==> src/rtl/led_fade_pwm.sv <==
// PIO-driven LED fader: each channel's brightness ramps linearly toward full-on
// or full-off, and the brightness is rendered as a 256-clock PWM on the LED pin.
module led_fade_pwm #(
  parameter int NUM_LED  = 8,
  parameter int STEP_DIV = 19531
) (
  input  logic               clk_clk,
  input  logic               reset_reset,
  input  logic [NUM_LED-1:0] pio_in,
  input  logic               fade_en,
  output logic [NUM_LED-1:0] led_out,
  output logic               settled
);

  localparam int CNT_W = (STEP_DIV > 1) ? $clog2(STEP_DIV) : 1;
  localparam logic [CNT_W-1:0] STEP_LAST = CNT_W'(STEP_DIV - 1);

  logic [NUM_LED-1:0] r_target_q;
  logic [CNT_W-1:0]   r_step_cnt;
  logic [7:0]         r_pwm_cnt;
  logic               r_settled;
  logic               w_tick;
  logic [NUM_LED-1:0] w_at_target;
  logic [NUM_LED-1:0] w_led;

  // With STEP_DIV = 1 the counter is pinned at 0 and every cycle is a tick.
  assign w_tick = (r_step_cnt == STEP_LAST);

  always_ff @(posedge clk_clk) begin
    if (reset_reset) begin
      r_target_q <= '0;
      r_step_cnt <= '0;
      r_pwm_cnt  <= '0;
      r_settled  <= 1'b1;
    end else begin
      r_target_q <= pio_in;
      r_step_cnt <= w_tick ? '0 : r_step_cnt + 1'b1;
      r_pwm_cnt  <= r_pwm_cnt + 8'd1;
      r_settled  <= &w_at_target;
    end
  end

  genvar gi;
  generate
    for (gi = 0; gi < NUM_LED; gi++) begin : g_chan
      logic [7:0] r_bright;
      logic       r_led;
      logic [7:0] w_level;

      assign w_level         = {8{r_target_q[gi]}};
      assign w_at_target[gi] = (r_bright == w_level);
      assign w_led[gi]       = r_led;

      always_ff @(posedge clk_clk) begin
        if (reset_reset) begin
          r_bright <= 8'd0;
          r_led    <= 1'b0;
        end else begin
          r_led <= (r_bright == 8'hFF) | (r_bright > r_pwm_cnt);
          if (!fade_en) begin
            r_bright <= w_level;
          end else if (w_tick && !w_at_target[gi]) begin
            // Target is only ever 0 or 255, so stepping toward it cannot wrap.
            r_bright <= r_target_q[gi] ? r_bright + 8'd1 : r_bright - 8'd1;
          end
        end
      end
    end
  endgenerate

  assign led_out = w_led;
  assign settled = r_settled;

endmodule

==> config.mk <==
export PLATFORM = sky130hd
export DESIGN_NAME = led_fade_pwm
export DESIGN_NICKNAME = d
export VERILOG_FILES = /design/src/rtl/led_fade_pwm.sv
export SDC_FILE = /design/constraint.sdc
export NUM_CORES = 1
export LEC_CHECK = 0
export BUFFER_PORTS_ARGS = -buffer_cell sky130_fd_sc_hd__buf_2
export CAP_MARGIN = 20
export CORE_MARGIN = 2
export CORE_UTILIZATION = 58
export DETAILED_ROUTE_END_ITERATION = 16
export PLACE_DENSITY = 0.81
export SYNTH_ARGS = -nofsm -noshare
export SYNTH_HDL_FRONTEND = slang
export SYNTH_SLANG_ARGS = --single-unit
==> constraint.sdc <==
create_clock -name clk_clk -period 2.4 [get_ports clk_clk]
set_clock_uncertainty 0.1 [all_clocks]
set_input_delay 0.12 -clock clk_clk [delete_from_list [all_inputs] [get_ports clk_clk]]
set_output_delay 0.12 -clock clk_clk [all_outputs]
set_load 0.02 [all_outputs]
Word level (Yosys, flattened, before mapping)
Cells that the tools add are included.

operators by class
  $add $sub $neg = 18
  $lt $le $gt $ge = 8
  eq/ne operators = 25
  mux-type cells = 24
  bitwise gates (word level) = 8
  reductions and logical operators = 18

operators by type and width
  cell                                                    number
  two-way mux 8 bit                                       24
  adder 8 x 1 -> 8 bit (second input constant)            9
  == test 8 bit                                           8
  == test 8 bit (second input constant)                   8
  greater-than comparator 8 bit                           8
  subtractor 8 x 1 -> 8 bit (second input constant)       8
  inequality test 2 x 1 -> 1 bit (second input constant)  8
  adder 15 x 1 -> 15 bit (second input constant)          1
  == test 15 bit (second input constant)                  1
  logical AND 1 bit                                       8
  logical NOT 1 bit                                       8
  OR 1 bit                                                8
  AND reduction 8 bit                                     1
  OR reduction 2 bit                                      1

word-level totals
  flip-flop bits (word level) = 104
  bits of input ports = 11
  output and inout bits = 9
  word-level logic and storage cells = 121

Depth between registers and ports, before layout
  depth in word-level cells = 5
  depth in mapped cells = 10
  mapped depth without buffers = 8

Least setup slack after synthesis
No wires, ideal clock.

  kind = register -> register
  from = register r_target_q[0]
  to = register g_chan[0].r_bright[7]
  setup time = 103 ps
  data arrival time = 2242 ps
  data required time = 2197 ps
  setup slack = -46 ps
  stages on the path, launching flop included = 9
  path buffers = 0
  clock period less this slack = 2446 ps
  path through = dfxtp_1 > inv_1 > ha_1 > a21o_1 > a21o_1 > a221oi_1 > mux2i_1 > o41ai_1 > a2111oi_2

on the way
  cells in the longest elaborated chain, start to end = 4
  elaborated cells between the ends (all ways) = 7
  classes of those cells = 2 x eq/ne; 3 x mux; 2 x reduce/logical

ends and longest elaborated chain
  what                                             line  text
  start: declaration                               18    logic [NUM_LED-1:0] r_target_q;
  start signal: assignment                         36    r_target_q <= pio_in;
  == test 8 bit                                    51    assign w_at_target[gi] = (r_bright == w_level);
  logical NOT 1 bit                                62    end else if (w_tick && !w_at_target[gi]) begin
  logical AND 1 bit                                62
  inequality test 2 x 1 -> 1 bit (no source line)  -
  end signal: assignment                           61    r_bright <= w_level;
  end signal: assignment                           64    r_bright <= r_target_q[gi] ? r_bright + 8'd1 : r_bright - 8'd1;
  end: declaration                                 46    logic [7:0] r_bright;

Several ways; a longest one is shown, not always the timed one. The select of a mux whose other input is x is not followed.
A chain may end at the register's enable or synchronous reset.

Worst setup path in the final report
  from = register r_target_q[1]
  to = register g_chan[1].r_bright[6]

on the way
  cells in the longest elaborated chain, start to end = 4
  elaborated cells between the ends (all ways) = 7
  classes of those cells = 2 x eq/ne; 3 x mux; 2 x reduce/logical

ends and longest elaborated chain
  what                                             line
  == test 8 bit                                    51
  logical NOT 1 bit                                62
  logical AND 1 bit                                62
  inequality test 2 x 1 -> 1 bit (no source line)  -
  end signal: assignment                           61
  end signal: assignment                           64
  end: declaration                                 46

Several ways; a longest one is shown, not always the timed one. The select of a mux whose other input is x is not followed.

==> key figures <==
Outcome
  – Result of the run: complete, no violations

Synth
  – Post-Synth Simple-Gate Area: about a fifth
  – Cell area after synthesis: 8210 µm²
  – Net count after synthesis: approximately 1100
  – Mean post-synth cell area: 8.44 µm²
  – Post-synthesis register bit count: approximately 100
  – Share of async-settable or async-resettable flops after synthesis: 0%
  – Synthesized instance count: a little under 1000
  – Number of distinct standard cells referenced by the synthesized netlist: 70
  – Number of synthesized flops with an enable pin: 0
  – Share of synthesized area spent on multiplexers: approximately 3.2%
  – Number of warnings reported in the yosys synthesis log: 0
  – Ys flop type: sky130_fd_sc_hd__dfxtp_1
  – Area share of xor/xnor cells in the synthesized design: roughly 5.5%
  – Main combinational cell family by area after synthesis: simple AND/OR/NAND/NOR gates
  – Area share of fa/ha/maj cells after synthesis: just under 20%
  – Compound-cell area share of the yosys netlist: between 20 and 25%
  – Fraction of the yosys area taken by sequential cells: between 20% and 30%

Clock network
  – Depth of the CTS H-tree: 3
  – Total CTS buffers: 9
  – Clk pin slew, worst setup/hold paths: around 0.08 ns
  – CTS tree: done
  – Sink count of the clock tree: between 100 and 150
  – Largest buffer count on any clock path: 2
  – Clock latency at the later pin of the worst-skew pair: approximately 0.36 ns
  – Clk root buf: sky130_fd_sc_hd__clkbuf_16

Route
  – Number of DRC violations after detailed routing: 0
  – Count of routing violations after the opening detailed-route iteration: around 370
  – Routed via count: between 7000 and 8000
  – Detailed Route WL: ~19 mm
  – Routed wirelength normalized by instance count: 15.9 µm
  – Average via count per standard cell: just over 6
  – Final antenna-violating net count: 0
  – DR pass1 iterations: 5

Floorplan
  – Initial core utilization: 59.2%
  – Cell row count: 43
  – Core footprint: approximately 14000 µm²
  – Horizontal extent of the die: approximately 120 µm
  – Area of the die: around 15000 µm²
  – Chip height: about 120 µm
  – Number of top-level pins: 20

Placed design
  – Cell area after placement: roughly 8700 µm²
  – Detailed placer's ending HPWL: 13.9 mm
  – Routability Congestion: ~0.9
  – Count of buffers from port buffering: 19

Timing
  – Portion of the clock cycle consumed by the worst path in the final layout: 96.4%
  – Final setup violation count: 0
  – Final hold viol count: 0
  – Timing-limited maximum frequency: between 400 and 500 MHz
  – Worst-case headroom to the max-slew limit: about three fifths
  – Measured slew at the worst slew-check pin: approximately 0.6 ns
  – Max-slew violations: 0
  – Crit path time final: about 2.3 ns

Power and ir drop
  – Reported leakage power: roughly 0.0038 µW
  – Pwr Density: 524 nW/µm²
  – Worst vdd rail ir drop: roughly 400 µV
  – Total power after layout: 4830 µW

GRT
  – Vias in the first global route: between 7000 and 8000
  – Pin count of the biggest net entering global routing: 34
  – Wire length of the first global-routing pass: 32.4 mm
  – Initial antenna violation count: 0
  – Total gr overflow: 0
  – Tot GR Track Use: a little over a quarter

Job
  – Max-capacitance violation count: 0

Critical path
  – Data required time at the worst endpoint: between 2 and 3 ns
  – Maximum fanout encountered on the critical timing path: 4
  – Worst endpoint data arrival time: between 2 and 3 ns
  – Critical Path End Type: register
  – Kind of start point of the critical path: register
  – Critical path class: register to register

Layout
  – Area growth from synthesis to layout: 12.4%
  – Leading cell type in the layout, fill and taps excluded: sky130_fd_sc_hd__ha_1
  – Share of cells above drive strength 1: between 10 and 15%
  – Net total in the final layout: between 1000 and 1500
  – Highest-count cells in the layout ignoring fill and taps: 107 x sky130_fd_sc_hd__ha_1, 102 x sky130_fd_sc_hd__dfxtp_1, 92 x sky130_fd_sc_hd__a21oi_1
  – Sequential cell area: approximately 2100 µm²
  – Multi-input gate area: a little under 6000 µm²
  – Post-Layout Inst Area: slightly above 9000 µm²
  – Ant. Diodes: 0
  – Filler instances: between 1000 and 1500

Min path
  – HP Class: input port to register
[metal layers]
layer  vias up  GRT usage [%]  share of wire (%)
met1      3433           33.6                 45
met4         0           9.38                2.0
met2       179           44.3                 48
li1       3681              -                  -
met3        31           4.24                4.4
met5         -              0                  0
[cell usage after synthesis (7+ instances only)]
library cell	n	share of area, %
sky130_fd_sc_hd__a31oi_1	9	0.69
sky130_fd_sc_hd__o21bai_1	13	1.2
sky130_fd_sc_hd__nor2_1	62	2.8
sky130_fd_sc_hd__nand3_1	20	1.2
sky130_fd_sc_hd__mux2i_1	18	2.2
sky130_fd_sc_hd__xor2_1	10	1.1
sky130_fd_sc_hd__and3_1	13	0.99
sky130_fd_sc_hd__xnor2_1	42	4.5
sky130_fd_sc_hd__fa_1	8	1.9
sky130_fd_sc_hd__nor3_1	27	1.6
sky130_fd_sc_hd__nand2b_1	13	0.99
sky130_fd_sc_hd__nand4_1	43	3.3
sky130_fd_sc_hd__or2_2	7	0.53
sky130_fd_sc_hd__a21o_1	16	1.5
sky130_fd_sc_hd__o21a_1	10	0.91
sky130_fd_sc_hd__dfxtp_1	104	25
sky130_fd_sc_hd__a21oi_1	96	5.8
sky130_fd_sc_hd__inv_1	56	2.6
sky130_fd_sc_hd__ha_1	115	18
sky130_fd_sc_hd__buf_2	7	0.43
sky130_fd_sc_hd__o21ai_0	43	2.6
sky130_fd_sc_hd__mux2_2	7	0.96
sky130_fd_sc_hd__o22ai_1	14	1.1
sky130_fd_sc_hd__buf_4	10	0.91
sky130_fd_sc_hd__clkbuf_1	16	0.73
sky130_fd_sc_hd__or3_1	10	0.76
sky130_fd_sc_hd__nand2_1	51	2.3
sky130_fd_sc_hd__nor2b_1	30	2.3
[path summary, 6_finish.rpt]
check	end	cells after the start	startpoint	slack, ns
worst max-delay path	g_chan[1].r_bright[6]$_SDFFE_PP0P_	9	r_target_q[1]$_SDFF_PP0_	0.09
worst min-delay path	r_pwm_cnt[0]$_SDFF_PP0_	2	reset_reset	0.09
worst max register to register	g_chan[1].r_bright[6]$_SDFFE_PP0P_	9	r_target_q[1]$_SDFF_PP0_	0.09
worst min register to register	r_step_cnt[0]$_SDFF_PP0_	1	r_step_cnt[0]$_SDFF_PP0_	0.38
[registers in the layout, indices dropped and copies added (netlist names)]
register         flops
g_chan.r_bright     64
g_chan.r_led         8
r_pwm_cnt            8
r_step_cnt          15
r_target_q           8
settled              1
[critical path, cell delays in order (launching register included)]
cell and delay (ns):
sky130_fd_sc_hd__dfxtp_2 0.36, sky130_fd_sc_hd__clkinvlp_4 0.11, sky130_fd_sc_hd__clkbuf_2 0.19, sky130_fd_sc_hd__fa_1 0.47, sky130_fd_sc_hd__a21o_1 0.21, sky130_fd_sc_hd__a21oi_2 0.17
sky130_fd_sc_hd__o21bai_1 0.08, sky130_fd_sc_hd__a21oi_1 0.18, sky130_fd_sc_hd__mux2i_1 0.21, sky130_fd_sc_hd__o311a_1 0.17
[where the power goes]
part	internal (µW)	leakage, µW	total [µW]	switching [µW]
Sequential	1830	0.000855	1950	119
Combinational	633	0.00277	1370	739
Clock	814	0.000131	1510	701
[cell families (layout without fill, tap and decap cells)]
logic type	count (synthesis)	count (layout)
AOI/OAI and AO/OA	261	261
and+or+nand+nor	314	314
muxes	25	25
buffers and inverters	94	148
xor gates and xnor gates	52	52
adders and majority gates	123	123
DFF	104	104
[final cells by class]
type	count	share of cell area [%]
clock buffers	10	2.48
clock inverters	6	0.745
inverters	57	2.41
multi-input cells	775	63.3
flip-flops and latches	104	22.6
well taps	180	2.44
repair buffers	75	6.04
[per-stage QoR]
stage | setup WS [ns] | setup TNS (ns) | hold WS, ns | util, % | std cells
2_1_floorplan | 0.0610 | 0 | 0.148 | - | 973
3_3_place_gp | 0.103 | 0 | 0.232 | 62.5 | 1177
3_5_place_dp | 0.000166 | 0 | 0.235 | 62.5 | 1177
4_1_cts | 0.0370 | 0 | 0.0888 | 65.3 | 1201
5_1_grt | -0.0195 | -0.0304 | 0.114 | 66.5 | 1207
6_report | 0.0856 | 0 | 0.0887 | 66.5 | 1207
[what timing repair did]
item                                    4_1_cts  5_1_grt
gates resized for setup                       1       31
buffers inserted                              0        6
pin swaps                                     0        7
endpoints found under the setup margin        1       21
endpoints found under the hold margin         8        0
hold buffers                                  8        0
Note: power is estimated with default switching activity, not from simulation.
